**config.mk**
```make
export PLATFORM = sky130hd
export DESIGN_NAME = act_unit_scheduler_flat
export DESIGN_NICKNAME = d
export VERILOG_FILES = /design/src/rtl/act_unit_scheduler_pkg.sv /design/src/rtl/act_unit_scheduler_if.sv /design/src/rtl/act_unit_scheduler_tanh_lut_interp.sv /design/src/rtl/act_unit_scheduler.sv /design/src/flat_wrapper.sv
export SDC_FILE = /design/constraint.sdc
export NUM_CORES = 1
export LEC_CHECK = 0
export ABC_AREA = 1
export CELL_PAD_IN_SITES_DETAIL_PLACEMENT = 1
export CELL_PAD_IN_SITES_GLOBAL_PLACEMENT = 1
export CORE_ASPECT_RATIO = 1.5
export CORE_UTILIZATION = 41
export DETAILED_ROUTE_END_ITERATION = 12
export GPL_ROUTABILITY_DRIVEN = 0
export GPL_TIMING_DRIVEN = 0
export PLACE_DENSITY_LB_ADDON = 0.25
export SKIP_LAST_GASP = 1
export SLEW_MARGIN = 20
export SYNTH_ARGS = -nofsm -noshare
export SYNTH_HDL_FRONTEND = slang
export SYNTH_HIERARCHICAL = 1
export SYNTH_SLANG_ARGS = --single-unit
export TNS_END_PERCENT = 100
```
**constraint.sdc**
```tcl
create_clock -name clk -period 8.04 [get_ports clk]
set_input_delay 0.804 -clock clk [delete_from_list [all_inputs] [get_ports clk]]
set_output_delay 0.804 -clock clk [all_outputs]
set_load 0.05 [all_outputs]
```
**src/rtl/act_unit_scheduler_pkg.sv**
```systemverilog
// -----------------------------------------------------------------------------
// act_unit_scheduler_pkg
// Shared constants and types for the shared tanh activation scheduler:
//   WIDTH      operand/result width (signed)
//   ADDR_BITS  LUT address bits taken from the operand MSBs
//   FRAC_BITS  interpolation fraction bits (operand LSBs)
//   CHANGE     operand distance between two neighbouring LUT points
//   operand_t  signed operand/result type
//   tag_t      one-hot requester tag for the default requester count
// -----------------------------------------------------------------------------
package act_unit_scheduler_pkg;

   localparam int WIDTH     = 8;
   localparam int ADDR_BITS = 4;
   localparam int FRAC_BITS = WIDTH - ADDR_BITS;
   localparam int CHANGE    = 1 << FRAC_BITS;
   localparam int NUM_REQ   = 4;

   // Internal width of the interpolation product: 9-bit delta times 5-bit fraction.
   localparam int PROD_W    = WIDTH + FRAC_BITS + 2;

   typedef logic signed [WIDTH-1:0] operand_t;
   typedef logic [NUM_REQ-1:0]      tag_t;

   // Maps the signed address nibble (-8..7) onto table rows 0..15 so that
   // row r+1 is always the next point up the input axis.
   function automatic logic [ADDR_BITS:0] lut_index(input operand_t x);
      lut_index = {1'b0, ~x[WIDTH-1], x[WIDTH-2:FRAC_BITS]};
   endfunction

endpackage

```
**src/rtl/act_unit_scheduler_if.sv**
```systemverilog
// -----------------------------------------------------------------------------
// act_unit_scheduler_if
// Requester/response bundle of the shared activation scheduler.
//   req_valid  per-requester operand valid
//   req_data   flat operand bus, requester i at [i*WIDTH +: WIDTH]
//   req_ready  one-hot grant
//   rsp_valid  one-hot 1-cycle response pulse
//   rsp_data   signed activation result
//   busy       pipeline holds at least one entry
// master: requester side, slave: scheduler side.
// -----------------------------------------------------------------------------
interface act_unit_scheduler_if
   import act_unit_scheduler_pkg::*;
#(
   parameter int NREQ = NUM_REQ
) ();

   logic [NREQ-1:0]       req_valid;
   logic [NREQ*WIDTH-1:0] req_data;
   logic [NREQ-1:0]       req_ready;
   logic [NREQ-1:0]       rsp_valid;
   operand_t              rsp_data;
   logic                  busy;

   modport master (
      output req_valid, req_data,
      input  req_ready, rsp_valid, rsp_data, busy
   );

   modport slave (
      input  req_valid, req_data,
      output req_ready, rsp_valid, rsp_data, busy
   );

endinterface

```
**src/rtl/act_unit_scheduler_tanh_lut_interp.sv**
```systemverilog
// -----------------------------------------------------------------------------
// tanh_lut_interp
// Combinational tanh approximation: 17-point table of round(127*tanh(v)) at
// v = -4.0, -3.5, ..., +4.0 (operand scale 1/32), linear interpolation between
// neighbouring points, result saturated to the signed WIDTH range.
//   x  in   signed operand
//   y  out  signed activation
// -----------------------------------------------------------------------------
module tanh_lut_interp
   import act_unit_scheduler_pkg::*;
(
   input  operand_t x,
   output operand_t y
);

   localparam logic signed [PROD_W-1:0] SAT_HI = {{(PROD_W-WIDTH+1){1'b0}}, {(WIDTH-1){1'b1}}};
   localparam logic signed [PROD_W-1:0] SAT_LO = {{(PROD_W-WIDTH+1){1'b1}}, {(WIDTH-1){1'b0}}};

   function automatic operand_t lut_point(input logic [ADDR_BITS:0] idx);
      case (idx)
         5'd0:    lut_point = -8'sd127;
         5'd1:    lut_point = -8'sd127;
         5'd2:    lut_point = -8'sd126;
         5'd3:    lut_point = -8'sd125;
         5'd4:    lut_point = -8'sd122;
         5'd5:    lut_point = -8'sd115;
         5'd6:    lut_point = -8'sd97;
         5'd7:    lut_point = -8'sd59;
         5'd8:    lut_point =  8'sd0;
         5'd9:    lut_point =  8'sd59;
         5'd10:   lut_point =  8'sd97;
         5'd11:   lut_point =  8'sd115;
         5'd12:   lut_point =  8'sd122;
         5'd13:   lut_point =  8'sd125;
         5'd14:   lut_point =  8'sd126;
         5'd15:   lut_point =  8'sd127;
         5'd16:   lut_point =  8'sd127;
         default: lut_point =  8'sd0;
      endcase
   endfunction

   logic [ADDR_BITS:0]        idx_s;
   operand_t                  base_s;
   operand_t                  next_s;
   logic signed [PROD_W-1:0]  delta_s;
   logic signed [PROD_W-1:0]  frac_s;
   logic signed [PROD_W-1:0]  prod_s;
   logic signed [PROD_W-1:0]  sum_s;

   // Table lookup, interpolation over CHANGE operand steps, then saturation.
   always_comb begin
      idx_s   = lut_index(x);
      base_s  = lut_point(idx_s);
      next_s  = lut_point(idx_s + 5'd1);
      delta_s = {{(PROD_W-WIDTH){next_s[WIDTH-1]}}, next_s}
              - {{(PROD_W-WIDTH){base_s[WIDTH-1]}}, base_s};
      frac_s  = {{(PROD_W-FRAC_BITS){1'b0}}, x[FRAC_BITS-1:0]};
      prod_s  = delta_s * frac_s;
      sum_s   = {{(PROD_W-WIDTH){base_s[WIDTH-1]}}, base_s} + (prod_s >>> FRAC_BITS);
      if (sum_s > SAT_HI) begin
         y = SAT_HI[WIDTH-1:0];
      end else if (sum_s < SAT_LO) begin
         y = SAT_LO[WIDTH-1:0];
      end else begin
         y = sum_s[WIDTH-1:0];
      end
   end

endmodule

```
**src/rtl/act_unit_scheduler.sv**
```systemverilog
// -----------------------------------------------------------------------------
// act_unit_scheduler
// Round-robin sharing of one tanh LUT+interpolation unit among NREQ requesters.
// One operand per cycle enters a 2-stage pipeline; the result returns exactly
// two cycles after the handshake, tagged with a one-hot rsp_valid.
//   clk   clock, rising edge
//   rst   synchronous active-high reset
//   bus   slave side of act_unit_scheduler_if (req_*, rsp_*, busy)
// -----------------------------------------------------------------------------
module act_unit_scheduler
   import act_unit_scheduler_pkg::*;
#(
   parameter int NREQ = NUM_REQ
) (
   input  logic                 clk,
   input  logic                 rst,
   act_unit_scheduler_if.slave  bus
);

   localparam int PTR_W = (NREQ > 1) ? $clog2(NREQ) : 1;

   logic [PTR_W-1:0] rr_ptr_r;
   logic             s1_valid_r;
   logic [NREQ-1:0]  s1_tag_r;
   operand_t         s1_data_r;
   logic [NREQ-1:0]  rsp_valid_r;
   operand_t         rsp_data_r;
   logic             busy_r;

   logic [PTR_W:0]   sum_s;
   logic [PTR_W-1:0] cand_s;
   logic             hit_s;
   logic             grant_any_s;
   logic [PTR_W-1:0] grant_idx_s;
   logic [PTR_W-1:0] next_ptr_s;
   logic [NREQ-1:0]  grant_s;
   logic             hs_s;
   operand_t         grant_data_s;
   operand_t         act_s;

   // Round-robin select: first valid requester at or after rr_ptr, wrapping.
   always_comb begin
      sum_s        = '0;
      cand_s       = '0;
      hit_s        = 1'b0;
      grant_any_s  = 1'b0;
      grant_idx_s  = '0;
      grant_data_s = '0;
      for (int k = 0; k < NREQ; k++) begin
         sum_s = {1'b0, rr_ptr_r} + (PTR_W+1)'(k);
         if (sum_s >= (PTR_W+1)'(NREQ)) begin
            cand_s = PTR_W'(sum_s - (PTR_W+1)'(NREQ));
         end else begin
            cand_s = sum_s[PTR_W-1:0];
         end
         hit_s       = ~grant_any_s & bus.req_valid[cand_s];
         grant_idx_s = hit_s ? cand_s : grant_idx_s;
         grant_any_s = grant_any_s | hit_s;
      end
      for (int k = 0; k < NREQ; k++) begin
         grant_data_s = (PTR_W'(k) == grant_idx_s) ? operand_t'(bus.req_data[k*WIDTH +: WIDTH])
                                                   : grant_data_s;
      end
      // Grants are suppressed while reset is held.
      hs_s    = grant_any_s & ~rst;
      grant_s = '0;
      if (hs_s) begin
         grant_s[grant_idx_s] = 1'b1;
      end else begin
         grant_s = '0;
      end
      if (grant_idx_s == PTR_W'(NREQ-1)) begin
         next_ptr_s = '0;
      end else begin
         next_ptr_s = grant_idx_s + PTR_W'(1);
      end
   end

   tanh_lut_interp u_act (
      .x (s1_data_r),
      .y (act_s)
   );

   // Pointer update, stage-1 capture and stage-2 (response) registers.
   always_ff @(posedge clk) begin
      if (rst) begin
         rr_ptr_r    <= '0;
         s1_valid_r  <= 1'b0;
         s1_tag_r    <= '0;
         s1_data_r   <= '0;
         rsp_valid_r <= '0;
         rsp_data_r  <= '0;
         busy_r      <= 1'b0;
      end else begin
         if (hs_s) begin
            rr_ptr_r   <= next_ptr_s;
            s1_data_r  <= grant_data_s;
            s1_tag_r   <= grant_s;
            s1_valid_r <= 1'b1;
         end else begin
            s1_valid_r <= 1'b0;
         end
         // Stage 2 is the response register itself; the tag is gated by
         // stage-1 valid so rsp_valid is a one-cycle pulse.
         rsp_valid_r <= s1_valid_r ? s1_tag_r : '0;
         if (s1_valid_r) begin
            rsp_data_r <= act_s;
         end else begin
            rsp_data_r <= rsp_data_r;
         end
         // Next-cycle occupancy: new stage-1 entry or stage-1 moving to stage 2.
         busy_r <= hs_s | s1_valid_r;
      end
   end

   assign bus.req_ready = grant_s;
   assign bus.rsp_valid = rsp_valid_r;
   assign bus.rsp_data  = rsp_data_r;
   assign bus.busy      = busy_r;

endmodule

```
**src/flat_wrapper.sv**
```systemverilog
// flat-port wrapper written by rule: the top's interface ports become plain ports
module act_unit_scheduler_flat import act_unit_scheduler_pkg::*;
#(
   parameter int NREQ = NUM_REQ
)
  (clk, rst, bus_req_valid, bus_req_data, bus_req_ready, bus_rsp_valid, bus_rsp_data, bus_busy);
  act_unit_scheduler_if #(.NREQ(NREQ)) bus_i ();
  input  logic clk;
  input  logic rst;
  input wire logic [$bits(bus_i.req_valid)-1:0] bus_req_valid;
  input wire logic [$bits(bus_i.req_data)-1:0] bus_req_data;
  output wire logic [$bits(bus_i.req_ready)-1:0] bus_req_ready;
  output wire logic [$bits(bus_i.rsp_valid)-1:0] bus_rsp_valid;
  output wire logic [$bits(bus_i.rsp_data)-1:0] bus_rsp_data;
  output wire logic [$bits(bus_i.busy)-1:0] bus_busy;
  assign bus_i.req_valid = bus_req_valid;
  assign bus_i.req_data = bus_req_data;
  assign bus_req_ready = bus_i.req_ready;
  assign bus_rsp_valid = bus_i.rsp_valid;
  assign bus_rsp_data = bus_i.rsp_data;
  assign bus_busy = bus_i.busy;
  act_unit_scheduler #(.NREQ(NREQ)) u_core (.clk(clk), .rst(rst), .bus(bus_i));
endmodule
```
==> results of run 1 <==
-- worst register-to-register path, delay by kind of cell (launching register included) --
family | cells | cell delay [ns]
adder cells (fa/ha/maj) | 7 | 2.72
AND/OR/NAND/NOR | 21 | 2.49
AO/OA/AOI/OAI | 4 | 0.78
buffers and inverters | 7 | 0.77
flip-flops | 1 | 0.40
XOR/XNOR | 1 | 0.19
-- flip-flops by register name (all words and copies together), names as in the netlist --
signal,cells
u_core/bus.busy,1
u_core/bus.rsp_data,8
u_core/bus.rsp_valid,4
u_core/rr_ptr_r,2
u_core/s1_data_r,8
u_core/s1_tag_r,4
u_core/s1_valid_r,1
-- routing by layer --
metal / vias to the layer above / global-route usage [%] / wire length [um]
met5: - / 0 / 0
met4: 0 / 10.8 / 596
met3: 35 / 1.06 / 235
met2: 83 / 48.2 / 7750
met1: 2279 / 23.7 / 5100
li1: 2439 / - / -
-- layout make-up --
cell class | instances | area (um^2)
plain buffers | 13 | 98.8
multi-input cells | 555 | 3530
clock inverters | 1 | 30.0
fillers | 1524 | 5430
inverters | 140 | 534
flip-flops and latches | 28 | 571
repair buffers | 63 | 608
clock buffers | 3 | 75.1
well taps | 147 | 184
-- timing repair --
action                     4_1_cts  5_1_grt
setup endpoints to repair        0        8
buffers inserted                 0        9
resized for setup                0       23
hold endpoints to repair         0        0
-- logic make-up after synthesis --
logic type,Yosys count,share of synthesized area (%)
simple gates,375,36.4
fa+ha+maj,79,24.5
xor+xnor,14,2.80
flops,28,12.1
buf+inv,153,13.4
compound gates,87,10.9
-- stage by stage --
step | utilization (%) | area, um^2 | setup TNS (ns) | cells | hold WS (ns)
after floorplan | - | 4640 | 0 | 736 | 0.408
after global placement | 48.6 | 5370 | 0 | 937 | 0.423
after detailed placement | 48.6 | 5370 | 0 | 937 | 0.429
after CTS | 49.5 | 5470 | 0 | 941 | 0.439
after global routing | 50.9 | 5630 | -0.248 | 950 | 0.454
final | 50.9 | 5630 | 0 | 950 | 0.439
-- path summary, 6_finish.rpt --
kind                        endpoint  slack (ns)  cells after the start
max           u_core/bus.rsp_data[3]        0.58                     40
min          u_core/bus.rsp_valid[1]        0.44                      2
min reg2reg  u_core/bus.rsp_valid[1]        0.44                      2
max reg2reg   u_core/bus.rsp_data[3]        0.58                     40
-- cell usage in the layout (no fill, tap or decap), types with 8 or more instances in the layout --
master,instances
a21oi_1,40
buf_4,9
clkdlybuf4s50_1,54
dfxtp_1,24
fa_1,20
ha_1,58
inv_1,129
nand2_1,195
nand2_2,17
nand3_1,51
nand4_1,9
nor2_1,72
o211ai_1,10
o21ai_0,21
xor2_1,8
==> qor.yml, run 1 <==
setup_ws_ns: 0.580
syn_avg_cell_area_um2: 6.31
die_w_um: 88.9
dieArea_um2: 11800
synth_flop_cell: "dfxtp_1"
dp_slack_ns: 0.0535
cts-buffers-inserted: 3
endpoint_kind: "flip-flop"
core-area_um2: 11100
syn_to_final_growth_pct: 21.1
grt_pass1_wl_mm: 22.5
drtIter0Drc: 98
cap_violations: 0
antenna_found_initial: 0
max_freq_mhz: 134
hold_buffers: 0
outcome: "finished, final reports clean"
ant_nets: 0
required_ns: 8.19
fin_skew_ns: 0.00207
synth_area_leaders: "nand2_1, ha_1, dfxtp_1"
synth_most_common_cell: "nand2_1"
diodes: 0
cp_slowest_cell: "fa_1"
drc: 0
startpoint: "u_core/s1_data_r[6]"
slowest_delay_ns: 0.54
ys.warnings.count: 6
synth_edf_count: 0
cts_max_level: 1
ys_seq_area_share_pct: 12.1
yosys.area.top_type: "nand2_1"
final.min_clock_period_ns: 7.46
setup_viol: 0
port_buffers: 54
clkTransAtPathRegs_ns: 0.07
path_delay_family: "adder cells"
fin_crit_sh_pct: 92.8
first_global_vias: 5202
vias_per_cell: 5.09
relSlewSlack_pct: 51.7
async_reset_ff_share_pct: 0
grt-ovfl-total: 0
path_buf_inv: 7
critPathMostFrequentCell: "nand2_1"
drv_slew: 0
worst_pin_slew_ns: 0.717
die_h_um: 132
synth_common_cells: "nand2_1, inv_1, nor2_1"
synth_top_area_share_pct: 15.9
synth_seq_cells: 28
clk_path_buf_depth: 2
syn_area_um2: 4640
initial_core_util_pct: 42.0
wl_per_cell_um: 14.4
post-dp-hpwl_mm: 11.7
vias: 4836
critical_path_peak_fanout: 9
top_level_ports: 55
worstSetupPathType: "reg -> reg"
holdCritPathClass: "reg -> reg"
grt_max_degree: 17
rr_startpoint: "u_core/s1_data_r[6]"
row_count: 47
ys_types: 45
final_hold_viol_count: 0
track_usage_pct: 23.9
synth_fp_nets: 853
cts_tree: "done"
final_nets: 921
root_buffer: "clkbuf_16"
drive_gt1_share_pct: 9.71
cp-start-kind: "flip-flop"
worstPathArrival_ns: 7.61
dr.pass1.iters: 4
synth_cells: 736
worstHoldStart: "u_core/s1_tag_r[1]"
cts_num_sinks: 28
clock_latency_ns: 0.26
wirelength_mm: 13.7
Power of run 1 is not shown: default switching activity piles up to over one toggle a cycle in this logic, so the estimate is an artifact.
==> run 2, diff against run 1 <==
- SYNTH_HIERARCHICAL: 1 -> not set
==> qor.yml, run 2 <==
outcome: "finished, final reports clean"
required_ns: 8.19
track_usage_pct: 23.1
hold_slack_ns: 0.441
core-area_um2: 10100
cap_violations: 0
synth_area_leaders: "ha_1, dfxtp_1, nand2_1"
syn_area_um2: 4290
layout_commonest_cell: "nand2_1"
synth_most_common_cell: "nand2_1"
critical_path_peak_fanout: 10
grt-ovfl-total: 0
dp_slack_ns: 0.206
row_count: 45
final_area_um2: 5100
ys.warnings.count: 0
port_buffers: 54
path_delay_family: "adder cells"
setup_ws_ns: 0.576
cts_tree: "done"
syn_avg_cell_area_um2: 6.55
max_freq_mhz: 134
ys_seq_area_share_pct: 13.1
cts_num_sinks: 28
final_cell_mix: "nand2_1, inv_1, nor2_1, ha_1, clkdlybuf4s50_1"
antenna_found_initial: 0
worst_pin_slew_ns: 0.534
die_w_um: 85.6
final_hold_viol_count: 0
grt_max_degree: 15
diodes: 0
vias_per_cell: 5.32
final.min_clock_period_ns: 7.46
root_buffer: "clkbuf_16"
holdCritPathClass: "reg -> reg"
yosys.area.top_type: "ha_1"
synth_cells: 656
relSlewSlack_pct: 64.3
synth_edf_count: 0
ys_types: 45
clkTransAtPathRegs_ns: 0.06
drc: 0
slowest_delay_ns: 0.55
syn_to_final_growth_pct: 18.7
cp_slowest_cell: "fa_1"
clock_latency_ns: 0.27
endpoint_kind: "flip-flop"
cts-buffers-inserted: 3
synth_flop_cell: "dfxtp_1"
cts_max_level: 1
final_nets: 835
drtIter0Drc: 115
fin_skew_ns: 0.00221
top_level_ports: 55
wirelength_mm: 12.0
post-dp-hpwl_mm: 10.5
dieArea_um2: 10900
die_h_um: 127
place_area_um2: 4980
path_buf_inv: 4
synth_fp_nets: 774
synth_top_area_share_pct: 17.5
synth_seq_cells: 28
worstPathArrival_ns: 7.62
grt_pass1_wl_mm: 20.8
finalSetupTns_ns: 0
async_reset_ff_share_pct: 0
wl_per_cell_um: 14.4
setup_viol: 0
first_global_vias: 4786
ant_nets: 0
dr.pass1.iters: 4
clk_path_buf_depth: 2
vias: 4426
cp-start-kind: "flip-flop"
drv_slew: 0
worstSetupPathType: "reg -> reg"
fin_crit_sh_pct: 92.8
drive_gt1_share_pct: 5.73
initial_core_util_pct: 42.4
synth_common_cells: "nand2_1, inv_1, nor2_1"
[run 2: cell types whose count changed after synthesis, moves of 5 or more]
cell / delta
a22oi_1: +7
nor2_1: -9
o211ai_1: -8
nand2_1: -60
a21oi_1: +11
nand2_2: -7
o221ai_1: +6
nand3_1: -23
nand2_4: -7
o21ai_0: +16
nand4_1: -5
[run 2: cell type report]
| cell class | count | area [um^2] |
|---|---|---|
| inverters | 134 | 503 |
| plain buffers | 9 | 60.1 |
| flip-flops and latches | 28 | 567 |
| repair buffers | 56 | 556 |
| clock buffers | 3 | 75.1 |
| multi-input cells | 485 | 3190 |
| well taps | 117 | 146 |
| fillers | 1378 | 5040 |
[run 2: through the flow]
| stage | cells | utilization (%) |
|---|---|---|
| 3_5_place_dp | 827 | 49.1 |
| 6_report | 832 | 50.3 |
| 4_1_cts | 830 | 49.9 |
| 2_1_floorplan | 656 | - |
| 5_1_grt | 832 | 50.3 |
| 3_3_place_gp | 827 | 49.1 |
[run 2: cell families (layout without fill, tap and decap cells)]
family,Yosys count,after routing,synth area share (%)
adder cells (fa/ha/maj),80,80,26.8
buffers and inverters,143,202,13.1
AND/OR/NAND/NOR,258,258,25.8
XOR/XNOR,17,17,3.64
AO/OA/AOI/OAI,129,129,17.4
multiplexers,1,1,0.233
flip-flops,28,28,13.1
[run 2: tightest hold or removal path, stage by stage, from the launching register on]
cell	delay (ns)
dfxtp_1	0.30
inv_1	0.06
nor2_1	0.04
[run 2: per-layer routing]
metal | global-route usage (%) | part of all wire (%)
met4 | 7.65 | 2.8
met2 | 47.5 | 56
met1 | 24.1 | 39
met3 | 1.23 | 2.7
met5 | 0 | 0
[run 2: repair_timing]
item	4_1_cts	5_1_grt
gates resized for setup	0	11
hold buffers	0	0
endpoints found under the setup margin	0	8
buffers inserted	0	2
[run 2: final timing paths]
check / startpoint / endpoint / slack (ns) / depth (start not counted)
worst max-delay path: u_core.s1_data_r[5] / u_core.bus.rsp_data[6] / 0.58 / 35
worst min-delay path: u_core.s1_tag_r[2] / u_core.bus.rsp_valid[2] / 0.44 / 2
worst max register to register: u_core.s1_data_r[5] / u_core.bus.rsp_data[6] / 0.58 / 35
worst min register to register: u_core.s1_tag_r[2] / u_core.bus.rsp_valid[2] / 0.44 / 2
Power of run 2 is left out for the same reason.
